--- src/rtl/boss_hit_ctrl_if.sv ---
// Boss hit controller bus: bullet/boss geometry in, explosion,
// respawn, hit and score status out.
interface boss_hit_ctrl_if;
  logic       move_tick;
  logic       bullet_valid;
  logic [9:0] bullet_x;
  logic [9:0] bullet_y;
  logic [9:0] boss_x;
  logic [9:0] boss_y;
  logic       boss_exist;
  logic       boom;
  logic       revive;
  logic       bullet_hit;
  logic [3:0] boss_hp;
  logic [7:0] kill_count;

  modport master (
    output move_tick, bullet_valid,
    output bullet_x, bullet_y,
    output boss_x, boss_y, boss_exist,
    input  boom, revive, bullet_hit,
    input  boss_hp, kill_count
  );

  modport slave (
    input  move_tick, bullet_valid,
    input  bullet_x, bullet_y,
    input  boss_x, boss_y, boss_exist,
    output boom, revive, bullet_hit,
    output boss_hp, kill_count
  );
endinterface

--- src/rtl/boss_hit_ctrl.sv ---
// Boss hit controller: hitbox test, hit cooldown, hit points,
// explosion/respawn sequencing and kill counter.
module boss_hit_ctrl #(
  parameter int BOSS_W        = 50,
  parameter int BOSS_H        = 50,
  parameter int MAX_HP        = 8,
  parameter int HIT_COOLDOWN  = 4,
  parameter int BOOM_TICKS    = 32,
  parameter int RESPAWN_TICKS = 64
) (
  input logic             clk,
  input logic             rst,
  boss_hit_ctrl_if.slave  bus
);

  localparam int CW = (HIT_COOLDOWN > 0) ?
                      $clog2(HIT_COOLDOWN + 1) : 1;
  localparam int TMAX = (BOOM_TICKS > RESPAWN_TICKS) ?
                        BOOM_TICKS : RESPAWN_TICKS;
  localparam int TW = (TMAX > 1) ? $clog2(TMAX + 1) : 1;

  typedef enum logic [1:0] {
    ALIVE,
    BOOM,
    RESPAWN
  } state_t;

  state_t          state_q;
  logic [3:0]      hp_q;
  logic [7:0]      kill_q;
  logic [CW-1:0]   cool_q;
  logic [TW-1:0]   tick_q;
  logic            boom_q;
  logic            revive_q;
  logic            hit_q;

  logic [10:0]     x_end;
  logic [10:0]     y_end;
  logic            in_box;
  logic            hit_d;

  // Hitbox far edges at 11 bits so a boss near 1023 cannot wrap.
  assign x_end = {1'b0, bus.boss_x} + 11'(BOSS_W);
  assign y_end = {1'b0, bus.boss_y} + 11'(BOSS_H);

  assign in_box = bus.bullet_valid && bus.boss_exist &&
                  (bus.bullet_x >= bus.boss_x) &&
                  ({1'b0, bus.bullet_x} < x_end) &&
                  (bus.bullet_y >= bus.boss_y) &&
                  ({1'b0, bus.bullet_y} < y_end);

  assign hit_d = in_box && (state_q == ALIVE) &&
                 (cool_q == '0) && (hp_q != 4'd0);

  // Life-cycle FSM with all outputs registered.
  always_ff @(posedge clk) begin
    if (rst) begin
      state_q  <= ALIVE;
      hp_q     <= 4'(MAX_HP);
      kill_q   <= 8'd0;
      cool_q   <= '0;
      tick_q   <= '0;
      boom_q   <= 1'b0;
      revive_q <= 1'b0;
      hit_q    <= 1'b0;
    end else begin
      revive_q <= 1'b0;
      hit_q    <= 1'b0;
      unique case (state_q)
        ALIVE: begin
          if (hit_d) begin
            hit_q  <= 1'b1;
            hp_q   <= hp_q - 4'd1;
            cool_q <= CW'(HIT_COOLDOWN);
            if (hp_q == 4'd1) begin
              state_q <= BOOM;
              boom_q  <= 1'b1;
              tick_q  <= '0;
              if (kill_q != 8'hFF)
                kill_q <= kill_q + 8'd1;
            end
          end else if (bus.move_tick && cool_q != '0) begin
            cool_q <= cool_q - CW'(1);
          end
        end
        BOOM: begin
          if (bus.move_tick) begin
            if (tick_q == TW'(BOOM_TICKS - 1)) begin
              state_q <= RESPAWN;
              boom_q  <= 1'b0;
              tick_q  <= '0;
            end else begin
              tick_q <= tick_q + TW'(1);
            end
          end
        end
        RESPAWN: begin
          if (bus.move_tick) begin
            if (tick_q == TW'(RESPAWN_TICKS - 1)) begin
              state_q  <= ALIVE;
              revive_q <= 1'b1;
              hp_q     <= 4'(MAX_HP);
              cool_q   <= '0;
              tick_q   <= '0;
            end else begin
              tick_q <= tick_q + TW'(1);
            end
          end
        end
        default: begin
          state_q <= ALIVE;
          boom_q  <= 1'b0;
          tick_q  <= '0;
        end
      endcase
    end
  end

  assign bus.boom       = boom_q;
  assign bus.revive     = revive_q;
  assign bus.bullet_hit = hit_q;
  assign bus.boss_hp    = hp_q;
  assign bus.kill_count = kill_q;

endmodule

--- src/flat_wrapper.sv ---
// flat-port wrapper written by rule: the top's interface ports become plain ports
module boss_hit_ctrl_flat 
#(
  parameter int BOSS_W        = 50,
  parameter int BOSS_H        = 50,
  parameter int MAX_HP        = 8,
  parameter int HIT_COOLDOWN  = 4,
  parameter int BOOM_TICKS    = 32,
  parameter int RESPAWN_TICKS = 64
)
  (clk, rst, bus_move_tick, bus_bullet_valid, bus_bullet_x, bus_bullet_y, bus_boss_x, bus_boss_y, bus_boss_exist, bus_boom, bus_revive, bus_bullet_hit, bus_boss_hp, bus_kill_count);
  boss_hit_ctrl_if bus_i ();
  input logic clk;
  input logic rst;
  input wire logic [$bits(bus_i.move_tick)-1:0] bus_move_tick;
  input wire logic [$bits(bus_i.bullet_valid)-1:0] bus_bullet_valid;
  input wire logic [$bits(bus_i.bullet_x)-1:0] bus_bullet_x;
  input wire logic [$bits(bus_i.bullet_y)-1:0] bus_bullet_y;
  input wire logic [$bits(bus_i.boss_x)-1:0] bus_boss_x;
  input wire logic [$bits(bus_i.boss_y)-1:0] bus_boss_y;
  input wire logic [$bits(bus_i.boss_exist)-1:0] bus_boss_exist;
  output wire logic [$bits(bus_i.boom)-1:0] bus_boom;
  output wire logic [$bits(bus_i.revive)-1:0] bus_revive;
  output wire logic [$bits(bus_i.bullet_hit)-1:0] bus_bullet_hit;
  output wire logic [$bits(bus_i.boss_hp)-1:0] bus_boss_hp;
  output wire logic [$bits(bus_i.kill_count)-1:0] bus_kill_count;
  assign bus_i.move_tick = bus_move_tick;
  assign bus_i.bullet_valid = bus_bullet_valid;
  assign bus_i.bullet_x = bus_bullet_x;
  assign bus_i.bullet_y = bus_bullet_y;
  assign bus_i.boss_x = bus_boss_x;
  assign bus_i.boss_y = bus_boss_y;
  assign bus_i.boss_exist = bus_boss_exist;
  assign bus_boom = bus_i.boom;
  assign bus_revive = bus_i.revive;
  assign bus_bullet_hit = bus_i.bullet_hit;
  assign bus_boss_hp = bus_i.boss_hp;
  assign bus_kill_count = bus_i.kill_count;
  boss_hit_ctrl #(.BOSS_W(BOSS_W), .BOSS_H(BOSS_H), .MAX_HP(MAX_HP), .HIT_COOLDOWN(HIT_COOLDOWN), .BOOM_TICKS(BOOM_TICKS), .RESPAWN_TICKS(RESPAWN_TICKS)) u_core (.clk(clk), .rst(rst), .bus(bus_i));
endmodule
--- config.mk ---
export PLATFORM = sky130hd
export DESIGN_NAME = boss_hit_ctrl_flat
export DESIGN_NICKNAME = d
export VERILOG_FILES = /design/src/rtl/boss_hit_ctrl_if.sv /design/src/rtl/boss_hit_ctrl.sv /design/src/flat_wrapper.sv
export SDC_FILE = /design/constraint.sdc
export NUM_CORES = 1
export LEC_CHECK = 0
export ABC_AREA = 1
export CAP_MARGIN = 20
export CORE_UTILIZATION = 53
export DETAILED_ROUTE_END_ITERATION = 8
export GPL_ROUTABILITY_DRIVEN = 1
export HOLD_SLACK_MARGIN = 0.12
export PLACE_DENSITY = 0.93
export SLEW_MARGIN = 25
export SYNTH_ARGS = -nofsm -noshare
export SYNTH_HDL_FRONTEND = slang
export SYNTH_SLANG_ARGS = --single-unit
--- constraint.sdc ---
create_clock -name clk -period 3.4 [get_ports clk]
set_clock_uncertainty 0.2 [all_clocks]
set_input_delay 0.34 -clock clk [delete_from_list [all_inputs] [get_ports clk]]
set_output_delay 0.34 -clock clk [all_outputs]
set_load 0.005 [all_outputs]
# Word level (Yosys, flattened, before mapping)
# Index checks and enable logic that the tools add are counted.
# totals
reg_bits	27
in_bits	45
elab_cells	86
# classes
n_addsub	6
n_lt_le_gt_ge	4
n_eq_ne	13
muxes	30
bitwise_logic	3
reduce_logical	22
# op_table
operator	n
$mux W7	6
$add A10 B6 Y11 const B	2
$lt A10 B11 Y1	2
$pmux W7 S3	1
$ge A10 B10 Y1	2
$reduce_and A4 Y1	4
$mux W2	6
$mux W3	4
$mux W4	3
$logic_and A1 B1 Y1	9
$add A8 B1 Y8 const B	1
$ne A8 B8 Y1 const B	1
$pmux W4 S2	1
$add A7 B1 Y7 const B	1
$eq A7 B5 Y1 const B	1
$eq A7 B6 Y1 const B	1
$mux W1	6
$ne A2 B1 Y1 const B	3
$ne A2 B2 Y1 const B	3
$pmux W2 S3	1
$pmux W3 S2	1
$reduce_and A6 Y1	1
$reduce_and A5 Y1	1
$eq A4 B1 Y1 const B	1
14 further kinds	16

# Longest topological paths before layout
# logic_depth
ltp_word	10
depth_mapped	21

# Worst setup path after synthesis
# OpenSTA, ideal clock, no wires.
# synth_timing
path_type	input port to flip-flop
from	in bus_boss_x[1]
to	reg u_core.tick_q[2]
arrival_ps	2199
path_slack_ps	891
stages	18
path_buffers	1
path_cell_list	ha_1 > nand2_1 > a21oi_1 > a21oi_1 > ha_1 > nand2_1 > inv_1 > a21oi_1 > nand2_1 > nand2_1 > a21oi_1 > nor2_2 > nand3_4 > nand2_4 > buf_6 > nand4_1 > nand2_1 > nor2_1
# synth_via
elab_chain_cells	10
word_cells_on_any_way	12
cone_classes	add/sub (1); order compare (2); eq/ne (1); reduce/logical (8)
# synth_lines
item	line_no	source
start, declared	flat_wrapper.sv:19	input wire logic [$bits(bus_i.boss_x)-1:0] bus_boss_x;
$add A10 B6 Y11 / $ge A10 B10 Y1 (equally long branches)	boss_hit_ctrl.sv:43, boss_hit_ctrl.sv:47	
$lt A10 B11 Y1 / $logic_and A1 B1 Y1 (equally long branches)	boss_hit_ctrl.sv:48, boss_hit_ctrl.sv:46	
$logic_and A1 B1 Y1 (*)	boss_hit_ctrl.sv:47	(bus.bullet_x >= bus.boss_x) &&
$logic_and A1 B1 Y1 (*)	boss_hit_ctrl.sv:48	({1'b0, bus.bullet_x} < x_end) &&
$logic_and A1 B1 Y1 (*)	boss_hit_ctrl.sv:49	(bus.bullet_y >= bus.boss_y) &&
$logic_and A1 B1 Y1 (*) (2 in a row)	boss_hit_ctrl.sv:52	assign hit_d = in_box && (state_q == ALIVE) &&
$logic_and A1 B1 Y1 (*)	boss_hit_ctrl.sv:53	(cool_q == '0) && (hp_q != 4'd0);
$ne A2 B1 Y1 (no line) (*)	-	
$reduce_and A4 Y1 (no line) (*)	-	
end signal, assigned	boss_hit_ctrl.sv:93	tick_q <= tick_q + TW'(1);
end signal, assigned	boss_hit_ctrl.sv:106	tick_q <= tick_q + TW'(1);
end, declared	boss_hit_ctrl.sv:32	logic [TW-1:0] tick_q;
# Every way passes the cells marked *; elsewhere a longest branch is shown, timed or not.
# A chain may end at the register's enable or synchronous reset.

# Final worst setup path
# layout_timing
from	in bus_boss_x[1]
to	reg u_core.cool_q[0]
# layout_via
elab_chain_cells	10
word_cells_on_any_way	14
cone_classes	add/sub (1); order compare (2); eq/ne (1); mux (2); reduce/logical (8)
# layout_lines
item	line_no	source
$add A10 B6 Y11 / $ge A10 B10 Y1 (equally long branches)	boss_hit_ctrl.sv:43, boss_hit_ctrl.sv:47	
$lt A10 B11 Y1 / $logic_and A1 B1 Y1 (equally long branches)	boss_hit_ctrl.sv:48, boss_hit_ctrl.sv:46	
$logic_and A1 B1 Y1 (*)	boss_hit_ctrl.sv:47	
$logic_and A1 B1 Y1 (*)	boss_hit_ctrl.sv:48	
$logic_and A1 B1 Y1 (*)	boss_hit_ctrl.sv:49	
$logic_and A1 B1 Y1 (*) (2 in a row)	boss_hit_ctrl.sv:52	
$logic_and A1 B1 Y1 (*)	boss_hit_ctrl.sv:53	
$ne A3 B2 Y1 (no line) / $mux W3 (equally long branches)	-	
$reduce_and A4 Y1 (no line) / $pmux W3 S2 (equally long branches)	-	
end signal, assigned	boss_hit_ctrl.sv:74	cool_q <= CW'(HIT_COOLDOWN);
end signal, assigned	boss_hit_ctrl.sv:83	cool_q <= cool_q - CW'(1);
end, declared	boss_hit_ctrl.sv:31	logic [CW-1:0] cool_q;
# Marks and branches as above.

==> results.py <==
metrics = {
    "power": {
        "p_per_area_nw_per_um2": 239,
        "total_leakage_power_nw": 1.78,
        "peakVddDrop_mv": 0.216,
    },
    "timing": {
        "layout_min_cycle_time_ps": 3100,
        "slew_headroom": 0.564,
        "grt_setup_unrepaired": "no",
        "fmax_mhz": 323,
        "hold_violations": 0,
        "tightest_slew_ps": 653,
        "fin_crit_sh": 0.911,
        "slew_violations": 0,
        "finalSetupViolCount": 0,
        "fin_tns_setup_ps": 0,
    },
    "setup_path": {
        "crit_slowest_cell": "clkdlybuf4s50_1",
        "critPathMaxFanout": 16,
        "worst_path_largest_cell_delay_ps": 530,
        "end_kind": "flip-flop",
        "cp_top_family": "simple AND/OR/NAND/NOR gates",
        "cp-start-kind": "primary input",
        "crit_buf_inv": 2,
        "critPathKind": "in -> reg",
        "cp_common_cell": "a21oi_1",
        "path_cells": "clkdlybuf4s50_1 -> ha_1 -> nand2_1 -> a21oi_1 -> a21oi_1 -> ha_1 -> nand2_1 -> inv_1 -> a21oi_1 -> nand2_1 -> nand2_1 -> a21oi_1 -> nor2_2 -> nand3_4 -> nand2_4 -> nand2_4 -> a21oi_1 -> nor2_1",
        "r2r_slack_ps": 870,
        "worst_ep_required_time_ps": 3370,
        "crit_arrival_ps": 3070,
    },
    "cts": {
        "cts.root.buffer_cell": "clkbuf_8",
        "cts_htree_levels": 1,
        "clkSinkCount": 27,
        "ctsResizeCount": 0,
        "cts_hold_buf": 0,
        "numCtsBuffers": 3,
        "cts_tree": "yes",
        "clock_latency_ps": 270,
        "post-cts-setup-buffers": 0,
        "cts_buffer_depth": 2,
        "path_clk_slew_ps": 90,
    },
    "synthesis": {
        "post_synth.cell_area_avg_um2": 6.41,
        "syn_area_um2": 2920,
        "yosysWarnings": 0,
        "synth_nets": 549,
        "syn_inst": 455,
        "yosysSeqAreaShare": 0.185,
        "synth_cell_type_count": 33,
        "ys_seq_elements": 27,
    },
    "finish": {
        "drive_gt1_frac": 0.0330,
        "fin_cells": 585,
        "design_area_um2": 3620,
        "antenna_cells": 0,
        "finalNetCount": 610,
        "syn_to_final_growth_pct": 24.3,
        "fillers": 432,
        "final_util": 0.696,
    },
    "detailed_routing": {
        "vias_per_cell": 5.09,
        "drt-initial-drc-count": 128,
        "antenna_left": 0,
        "wl_um": 6520,
        "drc": 0,
        "dr.pass1.iters": 4,
        "wl_per_cell_um": 11.1,
        "vias": 2980,
    },
    "grt": {
        "grt_overflow": 0,
        "antenna_found_initial": 0,
        "grt_usage": 0.239,
        "grt_max_degree": 23,
        "grt_pass1_wl_um": 11700,
        "grt_pass1_vias": 2884,
    },
    "placement": {
        "io_buffers": 59,
        "placed_cells": 581,
        "dpl_cell_area_um2": 3580,
        "gp_congestion": 0.955,
        "hpwlAfterDp_um": 5370,
    },
    "floorplanning": {
        "core_um2": 5200,
        "initial_utilization": 0.560,
        "fp.dieArea_um2": 5800,
        "io_pins": 60,
        "die_x_um": 76.2,
        "rows": 26,
        "die_y_um": 76.2,
    },
    "outcome": {
        "status": "complete, no violations",
    },
    "run": {
        "drv_cap": 0,
    },
    "worst_hold_path": {
        "hold_path.class": "reg -> reg",
    },
}
==> cells in the final DEF, fill, tap and decap left out, drive strengths merged <==
master and count:
clkdlybuf4s50 59, o211ai 1, a22o 1, o21ai 9, inv 88, nand3 32, o21a 1, nand2 118
nor3 5, or2 3, o31ai 1, dfxtp 27, o311ai 1, xor2 10, nor2 48, ha 49
xnor2 3, o2111ai 2, nand4 18, nor4 2, nand3b 1, a21oi 31, clkbuf 4, buf 1
==> report_power, final <==
group          total (mW)  internal, mW  switching, mW
combinational       0.347         0.162          0.185
clock               0.180        0.0839         0.0957
sequential          0.337         0.330        0.00700
total               0.864         0.576          0.288
==> flip-flops by register name, summed over array words and instances, names as in the netlist <==
signal / cells
u_core.bus.boss_hp: 4
u_core.bus.revive: 1
u_core.state_q: 2
u_core.bus.bullet_hit: 1
u_core.bus.boom: 1
u_core.tick_q: 7
u_core.bus.kill_count: 8
u_core.cool_q: 3
==> through the flow <==
step	power, mW	setup WS, ps	hold slack (ps)
2_1_floorplan	0.569	891	212
6_report	0.864	302	246
5_1_grt	0.932	40.3	272
3_5_place_dp	0.688	20.1	236
3_3_place_gp	0.671	137	235
4_1_cts	0.868	302	250
==> worst min-delay path, cell delays in order, from the launching register on <==
cell and delay (ps):
dfxtp_1 320, inv_1 40, a21oi_1 50
==> final cells by class <==
cell class / instances / area, um^2 / share of cell area
multi-input cells: 336 / 2020 / 0.558
repair buffers: 60 / 598 / 0.165
clock buffers: 4 / 45.0 / 0.0124
inverters: 88 / 330 / 0.0912
flip-flops and latches: 27 / 541 / 0.149
well taps: 70 / 87.6 / 0.0242
==> routing by layer <==
| metal | wire [um] | track usage | vias to the layer above |
|---|---|---|---|
| li1 | - | - | 1585 |
| met1 | 3120 | 0.289 | 1315 |
| met2 | 3080 | 0.442 | 72 |
| met3 | 248 | 0.0251 | 8 |
| met4 | 67 | 0.0731 | 0 |
| met5 | 0 | 0 | - |
==> synthesized netlist by cell type <==
cell type | count | share of area
nand2_1 | 116 | 0.15
inv_1 | 88 | 0.11
ha_1 | 49 | 0.21
nor2_1 | 45 | 0.058
a21oi_1 | 29 | 0.050
nand3_1 | 28 | 0.048
dfxtp_1 | 27 | 0.19
nand4_1 | 18 | 0.039
xor2_1 | 10 | 0.030
o21ai_0 | 7 | 0.012
nor3_1 | 5 | 0.0086
xnor2_1 | 3 | 0.0090
clkbuf_1 | 2 | 0.0026
nand2_4 | 2 | 0.0077
nand3_2 | 2 | 0.0069
nand3_4 | 2 | 0.012
nor2_2 | 2 | 0.0043
nor4_1 | 2 | 0.0043
o2111ai_1 | 2 | 0.0060
o21ai_1 | 2 | 0.0034
or2_2 | 2 | 0.0043
a21oi_2 | 1 | 0.0030
a21oi_4 | 1 | 0.0056
a22o_1 | 1 | 0.0030
buf_1 | 1 | 0.0013
buf_6 | 1 | 0.0039
nand3b_1 | 1 | 0.0026
nor2_4 | 1 | 0.0039
o211ai_1 | 1 | 0.0026
o21a_1 | 1 | 0.0026
o311ai_0 | 1 | 0.0030
o31ai_1 | 1 | 0.0026
or2_1 | 1 | 0.0021
==> final timing paths <==
| kind | cells past startpoint | end | from |
|---|---|---|---|
| setup reg to reg | 12 | u_core.cool_q[0] | u_core.state_q[0] |
| setup / recovery | 18 | u_core.cool_q[0] | bus_boss_x[1] |
| hold / removal | 2 | u_core.bus.boom | u_core.bus.boom |
| hold reg to reg | 2 | u_core.bus.boom | u_core.bus.boom |
==> kinds of logic after synthesis <==
kind of cell	count (synthesis)	share of synthesized area
AO/OA/AOI/OAI	47	0.0936
XOR/XNOR	13	0.0391
adder cells (fa/ha/maj)	49	0.210
buffers and inverters	92	0.121
flip-flops	27	0.185
AND/OR/NAND/NOR	227	0.351
Note: power is estimated with default switching activity, not from simulation.
